`config.mk`:
```
export PLATFORM = sky130hd
export DESIGN_NAME = hps_cmd_decoder_flat
export DESIGN_NICKNAME = d
export VERILOG_FILES = /design/src/rtl/hps_cmd_decoder_if.sv /design/src/rtl/hps_cmd_decoder.sv /design/src/flat_wrapper.sv
export SDC_FILE = /design/constraint.sdc
export NUM_CORES = 1
export LEC_CHECK = 0
export BUFFER_PORTS_ARGS = -buffer_cell sky130_fd_sc_hd__buf_2
export CORE_MARGIN = 2
export CORE_UTILIZATION = 46
export DETAILED_ROUTE_END_ITERATION = 8
export GPL_TIMING_DRIVEN = 1
export PLACE_DENSITY_LB_ADDON = 0.15
export SYNTH_ARGS = -nofsm -noshare
export SYNTH_HDL_FRONTEND = slang
export SYNTH_SLANG_ARGS = --single-unit
```
`constraint.sdc`:
```
create_clock -name clk_sys -period 2.05 [get_ports clk_sys]
set_input_delay 0.3075 -clock clk_sys [delete_from_list [all_inputs] [get_ports clk_sys]]
set_output_delay 0.3075 -clock clk_sys [all_outputs]
set_load 0.01 [all_outputs]
```
`src/rtl/hps_cmd_decoder_if.sv`:
```
// HPS user-IO word bus between the HPS bridge (master) and the command decoder (slave).
interface hps_cmd_decoder_if;
  logic        io_uio;
  logic        io_strobe;
  logic [15:0] io_din;
  logic [15:0] io_dout;

  modport master (output io_uio, io_strobe, io_din, input io_dout);
  modport slave  (input io_uio, io_strobe, io_din, output io_dout);
endinterface

```
`src/rtl/hps_cmd_decoder.sv`:
```
// HPS user-IO command decoder: cfg/status/joystick registers, core ID read-back and
// optional PS/2 keyboard byte FIFO (enabled by defining HPS_CMD_PS2_EN).
module hps_cmd_decoder #(
  parameter logic [15:0] CORE_ID = 16'h00A4
) (
  input  logic                     clk_sys,
  input  logic                     reset_n,
  hps_cmd_decoder_if.slave         hps,
  output logic [15:0]              cfg,
  output logic                     cfg_ready,
  output logic [31:0]              status,
  output logic                     status_set,
  output logic [15:0]              joy0,
  output logic [15:0]              joy1,
  output logic [7:0]               kbd_data,
  output logic                     kbd_valid,
  input  logic                     kbd_rd,
  output logic                     kbd_ovf
);

  typedef enum logic [1:0] {ST_IDLE, ST_IDX1, ST_IDX2, ST_IDX3} state_t;

  localparam logic [7:0] CMD_ID     = 8'h00;
  localparam logic [7:0] CMD_CFG    = 8'h01;
  localparam logic [7:0] CMD_JOY0   = 8'h02;
  localparam logic [7:0] CMD_JOY1   = 8'h03;
  localparam logic [7:0] CMD_STATUS = 8'h1E;
`ifdef HPS_CMD_PS2_EN
  localparam logic [7:0] CMD_KBD    = 8'h05;
`endif

  state_t      state, state_nx;
  logic        strobe_q;
  logic        edge_q;
  logic [15:0] din_q;
  logic [7:0]  cmd_q;
  logic [15:0] shadow_q;
  logic [15:0] dout_q;

  logic        word_ok;
  logic        cmd_ld;
  logic        cfg_we;
  logic        joy0_we;
  logic        joy1_we;
  logic        shadow_we;
  logic        status_we;
  logic        kbd_push;

  // Edge is registered together with its word; all register writes happen one clock later.
  always_ff @(posedge clk_sys or negedge reset_n) begin
    if (!reset_n) begin
      strobe_q <= 1'b0;
      edge_q   <= 1'b0;
      din_q    <= '0;
    end else begin
      strobe_q <= hps.io_strobe;
      edge_q   <= hps.io_strobe & ~strobe_q & hps.io_uio;
      din_q    <= hps.io_din;
    end
  end

  always_ff @(posedge clk_sys or negedge reset_n) begin
    if (!reset_n) state <= ST_IDLE;
    else          state <= state_nx;
  end

  always_comb begin
    state_nx = state;
    if (!hps.io_uio) begin
      state_nx = ST_IDLE;
    end else if (edge_q) begin
      case (state)
        ST_IDLE: state_nx = ST_IDX1;
        ST_IDX1: state_nx = ST_IDX2;
        ST_IDX2: state_nx = ST_IDX3;
        default: state_nx = ST_IDX3;
      endcase
    end
  end

  always_comb begin
    word_ok   = hps.io_uio & edge_q;
    cmd_ld    = 1'b0;
    cfg_we    = 1'b0;
    joy0_we   = 1'b0;
    joy1_we   = 1'b0;
    shadow_we = 1'b0;
    status_we = 1'b0;
    kbd_push  = 1'b0;
    if (word_ok && state == ST_IDLE) begin
      cmd_ld = 1'b1;
    end else if (word_ok) begin
      case (cmd_q)
        CMD_CFG:    cfg_we  = (state == ST_IDX1);
        CMD_JOY0:   joy0_we = (state == ST_IDX1);
        CMD_JOY1:   joy1_we = (state == ST_IDX1);
        CMD_STATUS: begin
          shadow_we = (state == ST_IDX1);
          status_we = (state == ST_IDX2);
        end
`ifdef HPS_CMD_PS2_EN
        CMD_KBD:    kbd_push = 1'b1;
`endif
        default: ;
      endcase
    end
  end

  // The status low-half shadow deliberately survives io_uio going low.
  always_ff @(posedge clk_sys or negedge reset_n) begin
    if (!reset_n) begin
      cmd_q      <= CMD_ID;
      dout_q     <= '0;
      cfg        <= '0;
      cfg_ready  <= 1'b0;
      shadow_q   <= '0;
      status     <= '0;
      status_set <= 1'b0;
      joy0       <= '0;
      joy1       <= '0;
    end else begin
      status_set <= status_we;
      if (!hps.io_uio) begin
        cmd_q  <= CMD_ID;
        dout_q <= '0;
      end else if (cmd_ld) begin
        cmd_q  <= din_q[7:0];
        dout_q <= (din_q[7:0] == CMD_ID) ? CORE_ID : '0;
      end
      if (cfg_we) begin
        cfg       <= din_q;
        cfg_ready <= 1'b1;
      end
      if (shadow_we) shadow_q <= din_q;
      if (status_we) status   <= {din_q, shadow_q};
      if (joy0_we)   joy0     <= din_q;
      if (joy1_we)   joy1     <= din_q;
    end
  end

  assign hps.io_dout = dout_q;

`ifdef HPS_CMD_PS2_EN
  logic [7:0] fifo_mem [4];
  logic [1:0] wr_ptr;
  logic [1:0] rd_ptr;
  logic [2:0] fifo_cnt;
  logic       fifo_pop;
  logic       fifo_full;
  logic       push_ok;

  // A pop in the same cycle frees the slot, so a push into a full FIFO is still accepted.
  assign fifo_pop  = kbd_rd & (fifo_cnt != 3'd0);
  assign fifo_full = (fifo_cnt == 3'd4);
  assign push_ok   = kbd_push & (~fifo_full | fifo_pop);

  always_ff @(posedge clk_sys or negedge reset_n) begin
    if (!reset_n) begin
      for (int unsigned i = 0; i < 4; i++) fifo_mem[i] <= '0;
      wr_ptr   <= '0;
      rd_ptr   <= '0;
      fifo_cnt <= '0;
      kbd_ovf  <= 1'b0;
    end else begin
      if (fifo_pop) rd_ptr <= rd_ptr + 2'd1;
      if (push_ok) begin
        fifo_mem[wr_ptr] <= din_q[7:0];
        wr_ptr           <= wr_ptr + 2'd1;
      end
      if (kbd_push && fifo_full && !fifo_pop) kbd_ovf <= 1'b1;
      case ({push_ok, fifo_pop})
        2'b10:   fifo_cnt <= fifo_cnt + 3'd1;
        2'b01:   fifo_cnt <= fifo_cnt - 3'd1;
        default: fifo_cnt <= fifo_cnt;
      endcase
    end
  end

  assign kbd_valid = (fifo_cnt != 3'd0);
  assign kbd_data  = kbd_valid ? fifo_mem[rd_ptr] : '0;
`else
  logic unused_kbd;
  assign unused_kbd = kbd_rd | kbd_push;
  assign kbd_valid  = 1'b0;
  assign kbd_data   = '0;
  assign kbd_ovf    = 1'b0;
`endif

endmodule
```
`src/flat_wrapper.sv`:
```
// flat-port wrapper written by rule: the top's interface ports become plain ports
module hps_cmd_decoder_flat 
#(
  parameter logic [15:0] CORE_ID = 16'h00A4
)
  (clk_sys, reset_n, cfg, cfg_ready, status, status_set, joy0, joy1, kbd_data, kbd_valid, kbd_rd, kbd_ovf, hps_io_uio, hps_io_strobe, hps_io_din, hps_io_dout);
  hps_cmd_decoder_if hps_i ();
  input  logic clk_sys;
  input  logic reset_n;
  output logic [15:0] cfg;
  output logic cfg_ready;
  output logic [31:0] status;
  output logic status_set;
  output logic [15:0] joy0;
  output logic [15:0] joy1;
  output logic [7:0] kbd_data;
  output logic kbd_valid;
  input  logic kbd_rd;
  output logic kbd_ovf;
  input wire logic [$bits(hps_i.io_uio)-1:0] hps_io_uio;
  input wire logic [$bits(hps_i.io_strobe)-1:0] hps_io_strobe;
  input wire logic [$bits(hps_i.io_din)-1:0] hps_io_din;
  output wire logic [$bits(hps_i.io_dout)-1:0] hps_io_dout;
  assign hps_i.io_uio = hps_io_uio;
  assign hps_i.io_strobe = hps_io_strobe;
  assign hps_i.io_din = hps_io_din;
  assign hps_io_dout = hps_i.io_dout;
  hps_cmd_decoder #(.CORE_ID(CORE_ID)) u_core (.clk_sys(clk_sys), .reset_n(reset_n), .hps(hps_i), .cfg(cfg), .cfg_ready(cfg_ready), .status(status), .status_set(status_set), .joy0(joy0), .joy1(joy1), .kbd_data(kbd_data), .kbd_valid(kbd_valid), .kbd_rd(kbd_rd), .kbd_ovf(kbd_ovf));
endmodule
```
==> summary by stage <==
Finish
In the final layout, the share of cells above drive strength 1 is 0.503. The repair_antennas step left the layout with diodes totalling 0. After filler insertion, the fill cell instance count of the layout stands at around 860.

The final net count is ~470. At the end of the flow the core is filled with cells to 0.605. The finished cells cover ~0.0062 mm^2. The multi-input gate area in the final layout is around 0.0015 mm^2. The area growth from synthesis to layout is 28.7%. In the final layout, flip-flops and latches occupy about 0.0032 mm^2.

Synth
The synthesized area per cell is roughly 16 um^2. Counting every instance in the synthesized netlist gives ~310. The xor/xnor cell area share of the yosys netlist is 0. The complex-gate fraction of the synthesized area is 0.0127. By count the netlist is led by 127 x dfrtp_1, 81 x mux2_2, 25 x buf_4, 17 x nand2_1, 15 x mux2_1. After synthesis, the largest family of logic cells by area is multiplexers. The most used flip-flop cell after synthesis is dfrtp_1. Yosys attributes the largest share of cell area to dfrtp_1 66%, mux2_2 19%, buf_4 3.9%. Synthesis inferred 127 register bits. Of the total synthesized cell area, the portion taken by AND, OR, NAND and NOR gates is 0.0502. The netlist area before placement is a little under 0.005 mm^2.

Summed over all instances, the cell type with the most area after synthesis is dfrtp_1. Yosys printed 0 warnings. The number of enable-type register cells in the synthesized netlist is 0. Of the post-synthesis cell area, the part taken by muxes is 0.224. For this run, asynchronously set or reset flops after synthesis account for 1.00. After synthesis, the netlist uses 28 different library cells. By instance count, the leading cell after synthesis is dfrtp_1. The top-area cell type share of the netlist area is 0.658. The post-synthesis adder-cell area fraction is 0. The portion of the post-synthesis area used by sequential elements is 0.658.

Clock network
In this run the number of H-tree levels came out at 4. The CTS buffer count is 17. Gates resized during post-CTS repair numbered 0.

The root buffer cell is clkbuf_8. The buffer count from post-CTS setup fixing is 0. The clock tree from TritonCTS is yes. The latest clock arrival within the worst-skew pair is about 0.51 ns.

Clock tree synthesis found a total of approximately 130 sinks. Clock-pin slew was measured on the worst setup and hold paths at 0.06 ns. The number of buffers inserted for hold repair after clock tree synthesis is 18. The clock passes through at most 2 buffers.

Placed design
Timing analysis after detailed placement gives a worst setup slack of between 0.06 and 0.07 ns. The HPWL reported at the end of detailed placement is approximately 6.4 mm. Summing all placed instances gives a cell area of approximately 0.0055 mm^2. The count of buffers added on input and output ports is 104. The global placement routability congestion is roughly 0.76.

Worst setup path
The data arrival time at the worst-slack endpoint is around 2.4 ns. The critical path data required time is around 2.4 ns. The worst setup path is of the register to register kind. The highest net fanout along the worst path is 31. The startpoint kind of the worst setup timing path is a register. The element type at the critical path end is a register.

Route
Dividing the detail-routed wire length by the instance count gives about 16 um. The residual DRC count is 0. The final route contains 2900 vias.

The count of TritonRoute iterations in the first routing pass is 4. Using the TritonRoute via totals, the vias-per-cell ratio works out to approximately 5. The detail route stage leaves a number of antenna-violating nets equal to 0.

The detailed router finished its first iteration with 117 violations. The final routed wirelength across all metal layers is 9.71 mm.

STA
The final-layout setup total negative slack is 0 ns. The worst hold slack is approximately 0.17 ns. The minimum clock period after layout is roughly 2.0 ns.

The final hold violation count was 0. The count of final max-slew check failures is 0. At the pin with the least slew margin, the transition time is between 0.5 and 0.6 ns.

The fmax is ~510 MHz. The normalized max-slew margin is 0.656. The post-route fraction of the period consumed by the critical path is 0.965. After layout, the worst setup slack is about 0.072 ns. The number of failing setup endpoints in the final timing report is 0.

Setup repair after global routing left no endpoint under its margin. Clock skew on the completed layout was measured at approximately 0.0086 ns.

Power
The total leakage power is around 3.4 nW. The highest ir drop seen on vdd is slightly above 0.7 mV. In this run the power density over the cells is just under 900 mW/mm^2.

GRT
The initial antenna violation count is 0. The overall routing resource usage is 0.188. The aggregate global routing overflow is 0. The via count of the first global-routing pass is around 3000. The first global-routing pass estimated roughly 16 mm of wire.

The pin count of the biggest net entering global routing is between 40 and 50.

Hold path
The class of the tightest hold or removal check is input port to register.

Floorplanning
The top-level port count is 129. The starting density of the core is 0.470. The number of placement rows is 37. The die covers roughly 0.011 mm^2. The area of the core is approximately 0.01 mm^2.

The die boundary width is approximately 110 um. The height of the die is roughly 110 um.

Run
Across the run, the number of max-cap violations was 0.

Run status
The flow ran to the end, and the final reports show no timing, DRC or antenna violations.
## area by class of cell
type                            instances  area share
Clock inverter                         10      0.0145
Multi-Input combinational cell        169       0.238
Timing Repair Buffer                  134       0.136
Sequential cell                       127       0.511
Tap cell                              136      0.0274
Clock buffer                           20      0.0732
Inverter                                1    0.000604
## sequential cells by signal (all words and copies together), names as in the netlist
name                cells
u_core.cfg             16
u_core.cfg_ready        1
u_core.cmd_q            8
u_core.din_q           16
u_core.edge_q           1
u_core.hps.io_dout      1
u_core.joy0            16
u_core.joy1            16
u_core.shadow_q        16
u_core.state            2
u_core.status          32
u_core.status_set       1
u_core.strobe_q         1
## routing by layer
layer  GRT usage  wire (um)
met5           0          0
met4      0.0640        116
met3      0.0595        528
met2       0.296       4710
met1       0.248       4360
## cell families after synthesis
| family | Yosys count |
|---|---|
| and+or+nand+nor | 38 |
| buffers and inverters | 37 |
| muxes | 96 |
| DFF | 127 |
| other | 1 |
| AOI/OAI and AO/OA | 12 |
## cells in the final DEF, fill, tap and decap left out, types with 2 or more instances in the layout
cell,Yosys,final
buf_12,0,4
buf_2,3,103
buf_4,25,9
clkbuf_16,0,16
clkbuf_8,0,4
clkinv_2,0,4
clkinv_4,0,2
clkinvlp_4,0,3
conb_1,1,23
dfrtp_1,127,127
dlygate4sd3_1,0,18
mux2_1,15,15
mux2_2,81,81
nand2_1,17,17
nand4_1,3,3
nand4b_1,2,2
nor2b_1,3,3
nor4_1,2,2
o21ai_0,10,10
## through the flow
step / cells / total power [mW]
final: 597 / 5.46
after global routing: 597 / 5.68
after CTS: 597 / 5.54
after detailed placement: 549 / 2.77
after global placement: 549 / 2.76
after floorplan: 333 / 2.69
## where the power goes
part / internal, mW / switching, mW
clock network: 1.68 / 1.04
logic: 0.0650 / 0.0980
registers: 2.54 / 0.0424
total: 4.29 / 1.18
## final timing paths
path	depth (start not counted)	end	from	slack, ns
min in group asynchronous	2	u_core.din_q[5]$_DFF_PN0_	reset_n	0.31
hold / removal	3	u_core.state[0]$_DFFE_PN0P_	hps_io_uio	0.17
max in group asynchronous	3	u_core.status[10]$_DFFE_PN0P_	reset_n	1.09
hold reg to reg	1	u_core.shadow_q[8]$_DFFE_PN0P_	u_core.shadow_q[8]$_DFFE_PN0P_	0.48
setup reg to reg	4	u_core.status[7]$_DFFE_PN0P_	u_core.cmd_q[5]$_DFFE_PN0P_	0.07
setup / recovery	4	u_core.status[7]$_DFFE_PN0P_	u_core.cmd_q[5]$_DFFE_PN0P_	0.07
## worst max-delay path: stages (launching register included)
cell     delay [ns]
dfrtp_1        0.40
or4b_4         0.59
nor3_4         0.25
buf_12         0.25
mux2_2         0.36
(Power assumes the default switching activity.)
